`src/rtl/systolic_feeder.sv`:
```
`default_nettype none
// ============================================================================
// Module   : systolic_feeder
// Brief    : Buffers A/B operands, streams them into systolic_array, flushes
//            it and captures the H*W results into a readable buffer.
// Revision : 1.0
// ============================================================================
module systolic_feeder #(
  parameter int width_p        = 8,
  parameter int array_width_p  = 2,
  parameter int array_height_p = 2,
  parameter int depth_p        = 2,
  localparam int c_a_n    = array_height_p * depth_p,
  localparam int c_b_n    = depth_p * array_width_p,
  localparam int c_ld_n   = (c_a_n > c_b_n) ? c_a_n : c_b_n,
  localparam int c_ld_aw  = (c_ld_n > 1) ? $clog2(c_ld_n) : 1,
  localparam int c_res_n  = array_height_p * array_width_p,
  localparam int c_res_aw = (c_res_n > 1) ? $clog2(c_res_n) : 1
) (
  input  logic                clk_i,
  input  logic                reset_ni,
  input  logic                ld_v_i,
  input  logic                ld_b_i,
  input  logic [c_ld_aw-1:0]  ld_addr_i,
  input  logic [width_p-1:0]  ld_data_i,
  input  logic                start_i,
  output logic                busy_o,
  output logic                done_o,
  input  logic [c_res_aw-1:0] rd_addr_i,
  output logic [width_p-1:0]  rd_data_o,
  output logic                valid_o,
  output logic [width_p-1:0]  data_o,
  input  logic                ready_i,
  input  logic                idle_i,
  output logic                flush_o,
  input  logic                valid_i,
  input  logic [width_p-1:0]  data_i,
  output logic                yumi_o
);

  localparam int c_el_n = array_width_p + array_height_p;
  localparam int c_el_w = $clog2(c_el_n);
  localparam int c_ph_w = (depth_p > 1) ? $clog2(depth_p) : 1;
  localparam logic [c_el_w-1:0]   c_el_last  = c_el_w'(c_el_n - 1);
  localparam logic [c_ph_w-1:0]   c_ph_last  = c_ph_w'(depth_p - 1);
  localparam logic [c_res_aw-1:0] c_res_last = c_res_aw'(c_res_n - 1);

  typedef enum logic [2:0] {
    S_IDLE    = 3'd0,
    S_FEED    = 3'd1,
    S_WAIT    = 3'd2,
    S_FLUSH   = 3'd3,
    S_COLLECT = 3'd4,
    S_DONE    = 3'd5
  } state_t;

  state_t r_state, w_state_nxt;

  logic [width_p-1:0]  r_a_buf [c_ld_n];
  logic [width_p-1:0]  r_b_buf [c_ld_n];
  logic [width_p-1:0]  r_res   [c_res_n];
  logic [c_ph_w-1:0]   r_phase;
  logic [c_el_w-1:0]   r_elem;
  logic [c_res_aw-1:0] r_res_idx;
  logic                r_wait_armed;

  logic               w_accept;
  logic               w_feed_xfer;
  logic               w_feed_last;
  logic               w_col_xfer;
  logic [c_ld_aw-1:0] w_a_idx;
  logic [c_ld_aw-1:0] w_b_idx;
  logic [width_p-1:0] w_data;

  assign w_accept    = (r_state == S_IDLE) || (r_state == S_DONE);
  assign w_feed_xfer = (r_state == S_FEED) && ready_i;
  assign w_feed_last = w_feed_xfer && (r_phase == c_ph_last) && (r_elem == c_el_last);
  assign w_col_xfer  = (r_state == S_COLLECT) && valid_i;

  // Phases walk k downward (k = K-1-p); within a phase the B row precedes the A column.
  always_comb begin
    w_b_idx = c_ld_aw'((depth_p - 1 - int'(r_phase)) * array_width_p + int'(r_elem));
    w_a_idx = c_ld_aw'((int'(r_elem) - array_width_p) * depth_p
                       + (depth_p - 1 - int'(r_phase)));
    w_data  = '0;
    if (r_state == S_FEED) begin
      if (int'(r_elem) < array_width_p) w_data = r_b_buf[w_b_idx];
      else                              w_data = r_a_buf[w_a_idx];
    end
  end

  assign data_o    = w_data;
  assign rd_data_o = r_res[rd_addr_i];

  always_ff @(posedge clk_i or negedge reset_ni) begin
    if (!reset_ni) r_state <= S_IDLE;
    else           r_state <= w_state_nxt;
  end

  always_comb begin
    w_state_nxt = r_state;
    valid_o     = 1'b0;
    flush_o     = 1'b0;
    yumi_o      = 1'b0;
    busy_o      = 1'b0;
    done_o      = 1'b0;
    unique case (r_state)
      S_IDLE: if (start_i) w_state_nxt = S_FEED;
      S_FEED: begin
        valid_o = 1'b1;
        busy_o  = 1'b1;
        if (w_feed_last) w_state_nxt = S_WAIT;
      end
      S_WAIT: begin
        busy_o = 1'b1;
        // The array's idle flag may still be stale in the first cycle after feeding.
        if (r_wait_armed && idle_i) w_state_nxt = S_FLUSH;
      end
      S_FLUSH: begin
        busy_o      = 1'b1;
        flush_o     = 1'b1;
        w_state_nxt = S_COLLECT;
      end
      S_COLLECT: begin
        busy_o = 1'b1;
        yumi_o = valid_i;
        if (valid_i && (r_res_idx == c_res_last)) w_state_nxt = S_DONE;
      end
      S_DONE: begin
        done_o = 1'b1;
        if (start_i) w_state_nxt = S_FEED;
      end
      default: w_state_nxt = S_IDLE;
    endcase
  end

  always_ff @(posedge clk_i or negedge reset_ni) begin
    if (!reset_ni) begin
      r_phase      <= '0;
      r_elem       <= '0;
      r_res_idx    <= '0;
      r_wait_armed <= 1'b0;
      for (int i = 0; i < c_ld_n; i++) begin
        r_a_buf[i] <= '0;
        r_b_buf[i] <= '0;
      end
      for (int i = 0; i < c_res_n; i++) r_res[i] <= '0;
    end else begin
      r_wait_armed <= (r_state == S_WAIT);
      if (w_accept && ld_v_i) begin
        if (ld_b_i) begin
          if (int'(ld_addr_i) < c_b_n) r_b_buf[ld_addr_i] <= ld_data_i;
        end else begin
          if (int'(ld_addr_i) < c_a_n) r_a_buf[ld_addr_i] <= ld_data_i;
        end
      end
      if (w_accept && start_i) begin
        r_phase   <= '0;
        r_elem    <= '0;
        r_res_idx <= '0;
      end
      if (w_feed_xfer) begin
        if (r_elem == c_el_last) begin
          r_elem  <= '0;
          r_phase <= (r_phase == c_ph_last) ? '0 : r_phase + 1'b1;
        end else begin
          r_elem <= r_elem + 1'b1;
        end
      end
      if (w_col_xfer) begin
        r_res[r_res_idx] <= data_i;
        r_res_idx        <= (r_res_idx == c_res_last) ? '0 : r_res_idx + 1'b1;
      end
    end
  end

endmodule
`default_nettype wire

```
`config.mk`:
```
export PLATFORM = sky130hd
export DESIGN_NAME = systolic_feeder
export DESIGN_NICKNAME = d
export VERILOG_FILES = /design/src/rtl/systolic_feeder.sv
export SDC_FILE = /design/constraint.sdc
export NUM_CORES = 1
export LEC_CHECK = 0
export CAP_MARGIN = 30
export CELL_PAD_IN_SITES_DETAIL_PLACEMENT = 1
export CELL_PAD_IN_SITES_GLOBAL_PLACEMENT = 1
export CORE_MARGIN = 2
export CORE_UTILIZATION = 30
export CTS_BUF_LIST = sky130_fd_sc_hd__clkbuf_16
export DETAILED_ROUTE_END_ITERATION = 8
export PLACE_DENSITY = 0.54
export REMOVE_ABC_BUFFERS = 1
export SLEW_MARGIN = 20
export SYNTH_ARGS = -nofsm -noshare
export SYNTH_HDL_FRONTEND = slang
export SYNTH_SLANG_ARGS = --single-unit
```
`constraint.sdc`:
```
create_clock -name clk_i -period 2.7 [get_ports clk_i]
set_clock_uncertainty 0.2 [all_clocks]
set_input_delay 0.405 -clock clk_i [delete_from_list [all_inputs] [get_ports clk_i]]
set_output_delay 0.405 -clock clk_i [all_outputs]
set_load 0.01 [all_outputs]
```
[Word-level counts from Yosys, hierarchy flattened]
Cells that the tools add are included.
Word-level totals
  flip-flop bits (word level): 105
  input bits: 28
  output and inout port bits: 21
  logic and storage cells: 105
Operators by class
  add/sub/neg operators: 7
  magnitude comparators: 8
  equality and inequality tests: 11
  muxes and demuxes: 37
  bitwise gates (word level): 6
  reduce and logical (&&, ||, !) cells: 19
Operators by type and width (count)
  32-bit bitwise mux: 3
  8-bit 2-to-1 mux: 10
  8-bit binary-select mux with 2-bit select: 3
  8-bit demux with 2-bit select: 2
  3-bit >= comparator (second input constant): 5
  2-bit NOT with 3-bit output: 5
  3-bit case mux with 5 select lines: 1
  3-bit 2-to-1 mux: 4
  1-bit logical AND: 10
  2-bit 2-to-1 mux: 5
  1-bit 2-to-1 mux: 9
  3-bit by 2-bit == test with 1-bit output (second input constant): 2
  3-bit == test (second input constant): 2
  3-bit by 1-bit < comparator with 1-bit output (second input constant): 2
  2-bit by 1-bit adder with 2-bit output (second input constant): 2
  2-bit adder: 2
  2-bit == test (second input constant): 2
  2-bit by 1-bit != test with 1-bit output (second input constant): 2
  2-bit != test (second input constant): 2
  2-bit AND reduction: 2
  4-bit AND reduction: 1
  2-bit nonzero test: 2
  4-bit OR reduction: 1
  3-bit by 1-bit == test with 1-bit output (second input constant): 1
  other kinds (8): 8

[Logic depth before layout (Yosys ltp)]
Gate-level depths: netlist (run 1).
  depth in word-level cells: 8
  gate-level depth with buffers: 5
  mapped depth without buffers: 4

[Worst setup path before layout (run 1)]
No wires, ideal clock.
  path type: reg-to-output
  from: register r_state[2]
  to: output data_o[0]
  arrival time: 1.409 ns
  required time: 2.095 ns
  setup slack: 0.686 ns
  cell stages (with the launch flop): 5
  buffers on the path: 2
  path through: dfrtp_1 > buf_4 > nor3b_1 > clkbuf_1 > and3_1
Between the ends
  longest elaborated chain between the ends: 2
Ends and longest elaborated chain
  from (decl): line 57  | state_t r_state, w_state_nxt;
  from (signal assigned): line 97  | else r_state <= w_state_nxt;
  3-bit by 1-bit == test with 1-bit output: line 86  | if (r_state == S_FEED) begin
  8-bit 2-to-1 mux: line 86
  to (decl): line 32  | output logic [width_p-1:0] data_o,
No other way between the ends.

[Worst setup path after layout (run 1)]
  from: register r_phase
  to: output data_o[0]
Between the ends
  longest elaborated chain between the ends: 8
  elaborated cells between the ends (all ways): 13
  those cells by class: add/sub (3); mux (8); bitwise (2)
Ends and longest elaborated chain
  from (decl): line 62  | logic [c_ph_w-1:0] r_phase;
  from (signal assigned): line 165  | r_phase <= (r_phase == c_ph_last) ? '0 : r_phase + 1'b1;
  1-bit by 1-bit subtractor with 2-bit output *: line 84  | + (depth_p - 1 - int'(r_phase)));
  2-bit adder (on tied branches): line 84, 82
  2-bit NOT with 3-bit output (on tied branches): line 88, 87
  8-bit binary-select mux with 2-bit select (on tied branches): line 88, 87
  8-bit 2-to-1 mux (on tied branches) (2 in series): line 88, 87
  8-bit 2-to-1 mux *: line 87  | if (int'(r_elem) < array_width_p) w_data = r_b_buf[w_b_idx];
  8-bit 2-to-1 mux *: line 86
Every way passes the cells marked *; elsewhere a longest branch is shown, timed or not. The select of a mux whose other input is x is not followed.

==> metrics.yaml, run 1 <==
timing:
  finalSetupViolCount: 0
  finalHoldViolCount: 0
  timing_worst_slew_pin_value_ps: 648
  maxSlewHeadroom: 0.568
  final_min_period_over_clock_period: 0.982
  max_clock_freq_mhz: 377
  layout_min_cycle_time_ps: 2650
  timing_max_transition_violations_final: 0
setup_path:
  worstPathArrival_ps: 2050
  crit_cells: 5
  cpMaxStageDelayCell: "sky130_fd_sc_hd__clkdlybuf4s50_1"
  startpoint: "r_phase$_DFF_PN0_"
  timing.critical_path.to: "data_o[0]"
  critPathMaxStageDelay_ps: 540
  crit_path_max_fanout: 15
  timing_worst_setup_path_type: "reg2out"
  critical_path.cell_chain: "buf_12 -> mux2i_1 -> a22oi_1 -> and3_1 -> clkdlybuf4s50_1"
  cp_top_family: "buffers and inverters"
  start_kind: "register"
  reg2regPathDepth: 5
  critical_path_buf_inv_count: 2
  required_ps: 2100
  ff2ff_setup_slack_ps: 630
  cp-end-kind: "output port"
  worst_r2r_endpoint: "r_b_buf[16]$_DFFE_PN0P_"
  rr_startpoint: "r_state[1]$_DFFE_PN0P_"
logic_synthesis:
  postSynth.asyncResetShare: 1.00
  post-synth-top-count-cell: "sky130_fd_sc_hd__dfrtp_1"
  synth-warning-count: 0
  synth_top_cells_by_count: "sky130_fd_sc_hd__dfrtp_1, sky130_fd_sc_hd__mux2_2, sky130_fd_sc_hd__mux2i_1"
  ys_seq_elements: 105
  synth_area_leader: "sky130_fd_sc_hd__dfrtp_1"
  synth-main-ff-cell: "sky130_fd_sc_hd__dfrtp_1"
  synth.yosys.seq_area_share: 0.524
  synth_area_per_cell_um2: 14.4
  ys_types: 42
  mappedNetlistArea_um2: 5010
  top_cell_type_s_share_of_synthesized_area: 0.524
  synthCells: 347
  synth.area.top_cells: "sky130_fd_sc_hd__dfrtp_1, sky130_fd_sc_hd__mux2_2, sky130_fd_sc_hd__mux2i_1"
  synth_enable_flop_cells: 0
global_routing:
  pin_count_of_the_biggest_net_entering_global_routing: 48
  globalRouteMet1Util: 0.176
  grt.met3_usage: 0.0373
  number_of_global_route_vias_before_repair: 3474
  first_pass_grt_wire_length_um: 19400
  grt_usage: 0.144
  global_route.usage.met2: 0.253
  number_of_antenna_violations_at_the_first_check_in_global_routing: 0
  grt_busiest_layer: "met2"
  grt_overflow: 0
cts:
  path_clk_slew_ps: 70
  clk-insertion-delay-late_ps: 350
  cts_buffers: 9
  deepest_level_of_the_cts_h_tree: 3
  tritoncts_clock_tree: "done"
  cts.sinks: 105
  clockBufferDepth: 2
  clock_tree.root_cell: "sky130_fd_sc_hd__clkbuf_16"
cells_and_area:
  fraction_of_the_core_area_covered_by_cells_at_the_end_of_the_flow: 0.384
  post_route_cells_drive_above_1_share: 0.407
  area.growth.synth_to_final_pct: 26.1
  finalNetCount: 451
  antenna_cells_inserted: 0
floorplanning:
  placeableCoreArea_um2: 16500
  die-width_um: 133
  core.rowCount: 47
  initial_utilization: 0.304
  fp.dieH_um: 133
  die-area_um2: 17800
  top_level_ports: 49
power:
  power_mw: 6.01
  powerDensity_nw_per_um2: 951
  vdd_ir_drop_max_mv: 0.389
  leakagePower_nw: 3.06
detailed_routing:
  drc: 0
  antenna_nets_post_route: 0
  dr_total_vias: 3116
  route.detailed.wl_per_inst_um: 18.8
  detail_route.first_pass.iterations: 4
  initial_drc_count: 90
  detail_route.wirelength_um: 12100
  post_drt_via_cell_ratio: 4.85
outcome:
  outcome: "completed"
min_path:
  hold_class: "reg2reg"
job:
  max_cap_violations: 0
place:
  place.gp.congestion: 0.693
  hpwl_um: 8120
  placement.io_buffers: 48
-- per-layer routing --
metal / vias to the layer above / share of wire
met4: 0 / 0.010
met2: 41 / 0.52
met5: - / 0
li1: 1426 / -
met1: 1640 / 0.44
met3: 9 / 0.033
-- kinds of logic after synthesis --
logic type               share of synthesized area
multiplexers                                 0.321
flip-flops                                   0.524
AND/OR/NAND/NOR                             0.0714
AO/OA/AOI/OAI                               0.0382
buffers and inverters                       0.0220
adder cells (fa/ha/maj)                     0.0125
XOR/XNOR                                    0.0105
-- sequential cells by signal, summed over array words and instances (netlist names) --
| register | count |
|---|---|
| r_elem | 2 |
| r_a_buf | 32 |
| r_res_idx | 2 |
| r_wait_armed | 1 |
| r_b_buf | 32 |
| r_phase | 1 |
| r_res | 32 |
| r_state | 3 |
-- placed cells by master, fill, tap and decap left out, drive strengths merged, types with 3 or more instances in the layout --
| master | instances |
|---|---|
| clkbuf | 9 |
| mux4 | 8 |
| mux2i | 35 |
| o21ai | 3 |
| mux2 | 96 |
| clkdlybuf4s50 | 33 |
| inv | 7 |
| a22oi | 16 |
| ha | 5 |
| nor3b | 5 |
| buf | 29 |
| nor2 | 5 |
| nand2 | 11 |
| dlymetal6s2s | 7 |
| and3 | 9 |
| dlygate4sd2 | 7 |
| dfrtp | 105 |
| clkinv | 3 |
-- how the worst min path moves through the flow --
stage / from / to / slack, ps / cells after the start
2_1_floorplan: reset_ni / r_a_buf[0]$_DFFE_PN0P_ / -90 / 0
3_3_place_gp: reset_ni / r_a_buf[31]$_DFFE_PN0P_ / 270 / 1
3_5_place_dp: reset_ni / r_a_buf[23]$_DFFE_PN0P_ / 270 / 1
4_1_cts: r_res[12]$_DFFE_PN0P_ / r_res[12]$_DFFE_PN0P_ / 310 / 1
5_1_grt: r_b_buf[3]$_DFFE_PN0P_ / r_b_buf[3]$_DFFE_PN0P_ / 320 / 1
6_report: r_res[12]$_DFFE_PN0P_ / r_res[12]$_DFFE_PN0P_ / 300 / 1
-- per-stage QoR --
step	cell area [µm²]	setup slack [ps]	hold WS, ps	instances	setup TNS, ps
after global placement	5900	-11.4	268	620	-28.7
after CTS	6270	2.50	308	641	0
final	6320	48.2	304	643	0
after floorplan	4920	230	-90.6	330	0
after global routing	6320	-10.8	321	643	-10.8
after detailed placement	5900	-31.4	272	620	-149
-- power breakdown --
group	switching, mW	internal, mW	total (mW)
Sequential	0.270	2.04	2.31
Combinational	1.05	1.35	2.40
Clock	0.585	0.711	1.30
Total	1.91	4.11	6.01
-- layout make-up --
class	instances	area [µm²]
Fill cell	1719	10100
Inverter	5	18.8
Sequential cell	105	2630
Tap cell	220	275
Clock inverter	7	63.8
Clock buffer	9	225
Multi-Input combinational cell	220	2310
Timing Repair Buffer	77	795
-- what timing repair did --
action                                  CTS  global route
hold endpoints to repair                 44             0
endpoints found under the setup margin   15             9
hold buffers                              1             0
gates resized for setup                  17             8
pin swaps                                 1             3
gates cloned                              0             0
buffers inserted                          4             2
Power figures use the tool's default switching activity.
==> run 2, diff against run 1 <==
--- a/config.mk
+++ b/config.mk
@@ -5,7 +5,7 @@
 export SDC_FILE = /design/constraint.sdc
 export NUM_CORES = 1
 export LEC_CHECK = 0
-export CAP_MARGIN = 30
+export CAP_MARGIN = 20
 export CELL_PAD_IN_SITES_DETAIL_PLACEMENT = 1
 export CELL_PAD_IN_SITES_GLOBAL_PLACEMENT = 1
 export CORE_MARGIN = 2
@@ -13,6 +13,7 @@
 export CTS_BUF_LIST = sky130_fd_sc_hd__clkbuf_16
 export DETAILED_ROUTE_END_ITERATION = 8
 export PLACE_DENSITY = 0.54
+export RECOVER_POWER = 25
 export REMOVE_ABC_BUFFERS = 1
 export SLEW_MARGIN = 20
 export SYNTH_ARGS = -nofsm -noshare
==> constraint.sdc (replaced) <==
create_clock -name clk_i -period 2.7 [get_ports clk_i]
set_clock_uncertainty 0.2 [all_clocks]
set_input_delay 0.405 -clock clk_i [delete_from_list [all_inputs] [get_ports clk_i]]
set_output_delay 0.405 -clock clk_i [all_outputs]
set_load 0.02 [all_outputs]
==> metrics.yaml, run 2 (synthesized netlist as in run 1, its figures left out) <==
detailed_routing:
  antenna_nets_post_route: 0  # unchanged
  post_drt_via_cell_ratio: 4.81  # -0.79%
  detail_route.wirelength_um: 11900  # -1.7%
  detail_route.first_pass.iterations: 4  # unchanged
  drc: 0  # unchanged
  initial_drc_count: 145  # +61%
  route.detailed.wl_per_inst_um: 18.7  # -0.44%
  dr_total_vias: 3053  # -2.0%
cts:
  clk-insertion-delay-late_ps: 350  # about the same
  cts_buffers: 9  # unchanged
  number_of_setup_buffers_added_after_cts: 0  # -4
  cts.sinks: 105  # unchanged
  tritoncts_clock_tree: "done"
  path_clk_slew_ps: 70  # about the same
  clock_tree.root_cell: "sky130_fd_sc_hd__clkbuf_16"
  deepest_level_of_the_cts_h_tree: 3  # unchanged
  clockBufferDepth: 2  # unchanged
global_routing:
  grt_busiest_layer: "met2"
  number_of_global_route_vias_before_repair: 3403  # -2.0%
  grt_overflow: 0  # unchanged
  globalRouteMet1Util: 0.167  # -0.00923
  number_of_antenna_violations_at_the_first_check_in_global_routing: 0  # unchanged
  grt.met3_usage: 0.0426  # +0.00533
  grt_usage: 0.142  # -0.00245
  global_route.usage.met2: 0.254  # +0.000859
  pin_count_of_the_biggest_net_entering_global_routing: 64  # +33%
  first_pass_grt_wire_length_um: 19000  # -2.4%
cells_and_area:
  finalNetCount: 443  # -1.8%
  largestRegisters: "r_a_buf: 32 flops, r_b_buf: 32 flops, r_res: 32 flops"
  antenna_cells_inserted: 0  # unchanged
  area.growth.synth_to_final_pct: 22.9
  mostFrequentLayoutCells: "sky130_fd_sc_hd__dfrtp_1, sky130_fd_sc_hd__mux2_2, sky130_fd_sc_hd__mux2i_1"
  most_common_cell_after_layout_fill_and_taps_aside: "sky130_fd_sc_hd__dfrtp_1"
  fillers: 1710  # -0.52%
  fraction_of_the_core_area_covered_by_cells_at_the_end_of_the_flow: 0.374  # -0.00988
  post_route_cells_drive_above_1_share: 0.390  # -0.0163
setup_path:
  rr_startpoint: "r_state[1]$_DFFE_PN0P_"
  cp-end-kind: "output port"
  startpoint: "rd_addr_i[0]"
  critical_path_buf_inv_count: 3  # +1
  worstPathArrival_ps: 1950  # -100 ps
  critPathMaxStageDelay_ps: 520  # -20 ps
  crit_path_max_fanout: 6  # -9
  critical_path.cell_chain: "clkdlybuf4s50_1 -> buf_4 -> mux4_2 -> dlygate4sd2_1"
  timing_worst_setup_path_type: "in2out"
  cp_top_family: "buffers and inverters"
  required_ps: 2100  # about the same
  cpMaxStageDelayCell: "sky130_fd_sc_hd__mux4_2"
  start_kind: "input port"
  ff2ff_setup_slack_ps: 630  # about the same
timing:
  setup_slack_ps: 148  # +100 ps
  final_min_period_over_clock_period: 0.945  # -0.0371
  timing_max_transition_violations_final: 63  # +63
  maxSlewHeadroom: -0.0936  # -0.661
  timing_worst_slew_pin_value_ps: 1640  # +992 ps
  finalHoldViolCount: 0  # unchanged
  layout_min_cycle_time_ps: 2550  # -100 ps
  max_clock_freq_mhz: 392  # +3.9%
  post_route_hold_slack_ps: 298  # -5.65 ps
  totalNegativeSetupSlack_ps: 0  # unchanged
  grt_setup_unrepaired: "no"
  finalSetupViolCount: 0  # unchanged
place:
  place.gp.congestion: 0.715  # +3.1%
  placement.io_buffers: 48  # unchanged
  hpwl_um: 7880  # -3.0%
  pre_cts_ws_ps: -90.4  # -59.1 ps
floorplanning:
  fp.dieH_um: 133  # unchanged
  die-width_um: 133  # unchanged
  top_level_ports: 49  # unchanged
  placeableCoreArea_um2: 16500  # unchanged
  die-area_um2: 17800  # unchanged
  core.rowCount: 47  # unchanged
  initial_utilization: 0.304  # unchanged
min_path:
  worstHoldStart: "r_res[14]$_DFFE_PN0P_"
  hold_class: "reg2reg"
outcome:
  outcome: "complete, but fails checks"
  failed_checks: "max-capacitance violations, max-slew violations"
power:
  vdd_ir_drop_max_mv: 0.355  # -8.7%
  powerDensity_nw_per_um2: 954  # +0.38%
  leakagePower_nw: 2.94  # -3.7%
  power_mw: 5.88  # -2.2%
job:
  max_cap_violations: 1  # +1
==> run 2: cell count changes in the layout (fill, tap and decap cells not counted), sizes merged, moves of 2 or more <==
cell / change
buf: -9
dlygate4sd2: +8
dlymetal6s2s: -6
clkdlybuf4s50: -2
clkinv: +2
==> run 2: layer usage <==
| metal | vias to the layer above | routed length [µm] |
|---|---|---|
| met2 | 42 | 6150 |
| li1 | 1402 | - |
| met1 | 1602 | 5130 |
| met3 | 7 | 478 |
| met4 | 0 | 101 |
| met5 | - | 0 |
==> run 2: worst reg2reg max path, stage by stage, from the launching register on <==
cell and delay [ps]:
sky130_fd_sc_hd__dfrtp_1 390, sky130_fd_sc_hd__buf_4 180, sky130_fd_sc_hd__nand3b_2 350, sky130_fd_sc_hd__nor4b_4 260, sky130_fd_sc_hd__buf_4 230, sky130_fd_sc_hd__mux2_2 350
==> run 2: area by class of cell <==
| class | instances | area (µm²) | share of cell area |
|---|---|---|---|
| Sequential cell | 105 | 2630 | 0.427 |
| Multi-Input combinational cell | 220 | 2300 | 0.374 |
| Timing Repair Buffer | 69 | 644 | 0.105 |
| Tap cell | 220 | 275 | 0.0447 |
| Clock buffer | 9 | 225 | 0.0366 |
| Clock inverter | 7 | 62.6 | 0.0102 |
| Inverter | 5 | 18.8 | 0.00305 |
==> run 2: worst paths after layout <==
path	to	cells after the start
hold / removal	r_res[14]$_DFFE_PN0P_	1
setup / recovery	rd_data_o[2]	4
setup reg to reg	r_b_buf[16]$_DFFE_PN0P_	5
max in group asynchronous	r_phase$_DFF_PN0_	2
min in group asynchronous	r_a_buf[15]$_DFFE_PN0P_	2
hold reg to reg	r_res[14]$_DFFE_PN0P_	1
==> run 2: power by group <==
part	internal, mW	total, mW	switching [mW]
Combinational	1.13	2.27	1.13
Clock	0.711	1.30	0.587
Sequential	2.04	2.32	0.275
==> run 2: metrics by stage <==
stage / instance area, µm² / std cells
2_1_floorplan: 4920 / 330
3_3_place_gp: 5860 / 618
3_5_place_dp: 5860 / 618
4_1_cts: 6160 / 635
5_1_grt: 6160 / 635
6_report: 6160 / 635
==> run 2: timing repair <==
item | CTS | global route
hold buffers | 1 | 0
endpoints found under the setup margin | 15 | 1
endpoints found under the hold margin | 22 | 0
gates resized for setup | 22 | 1
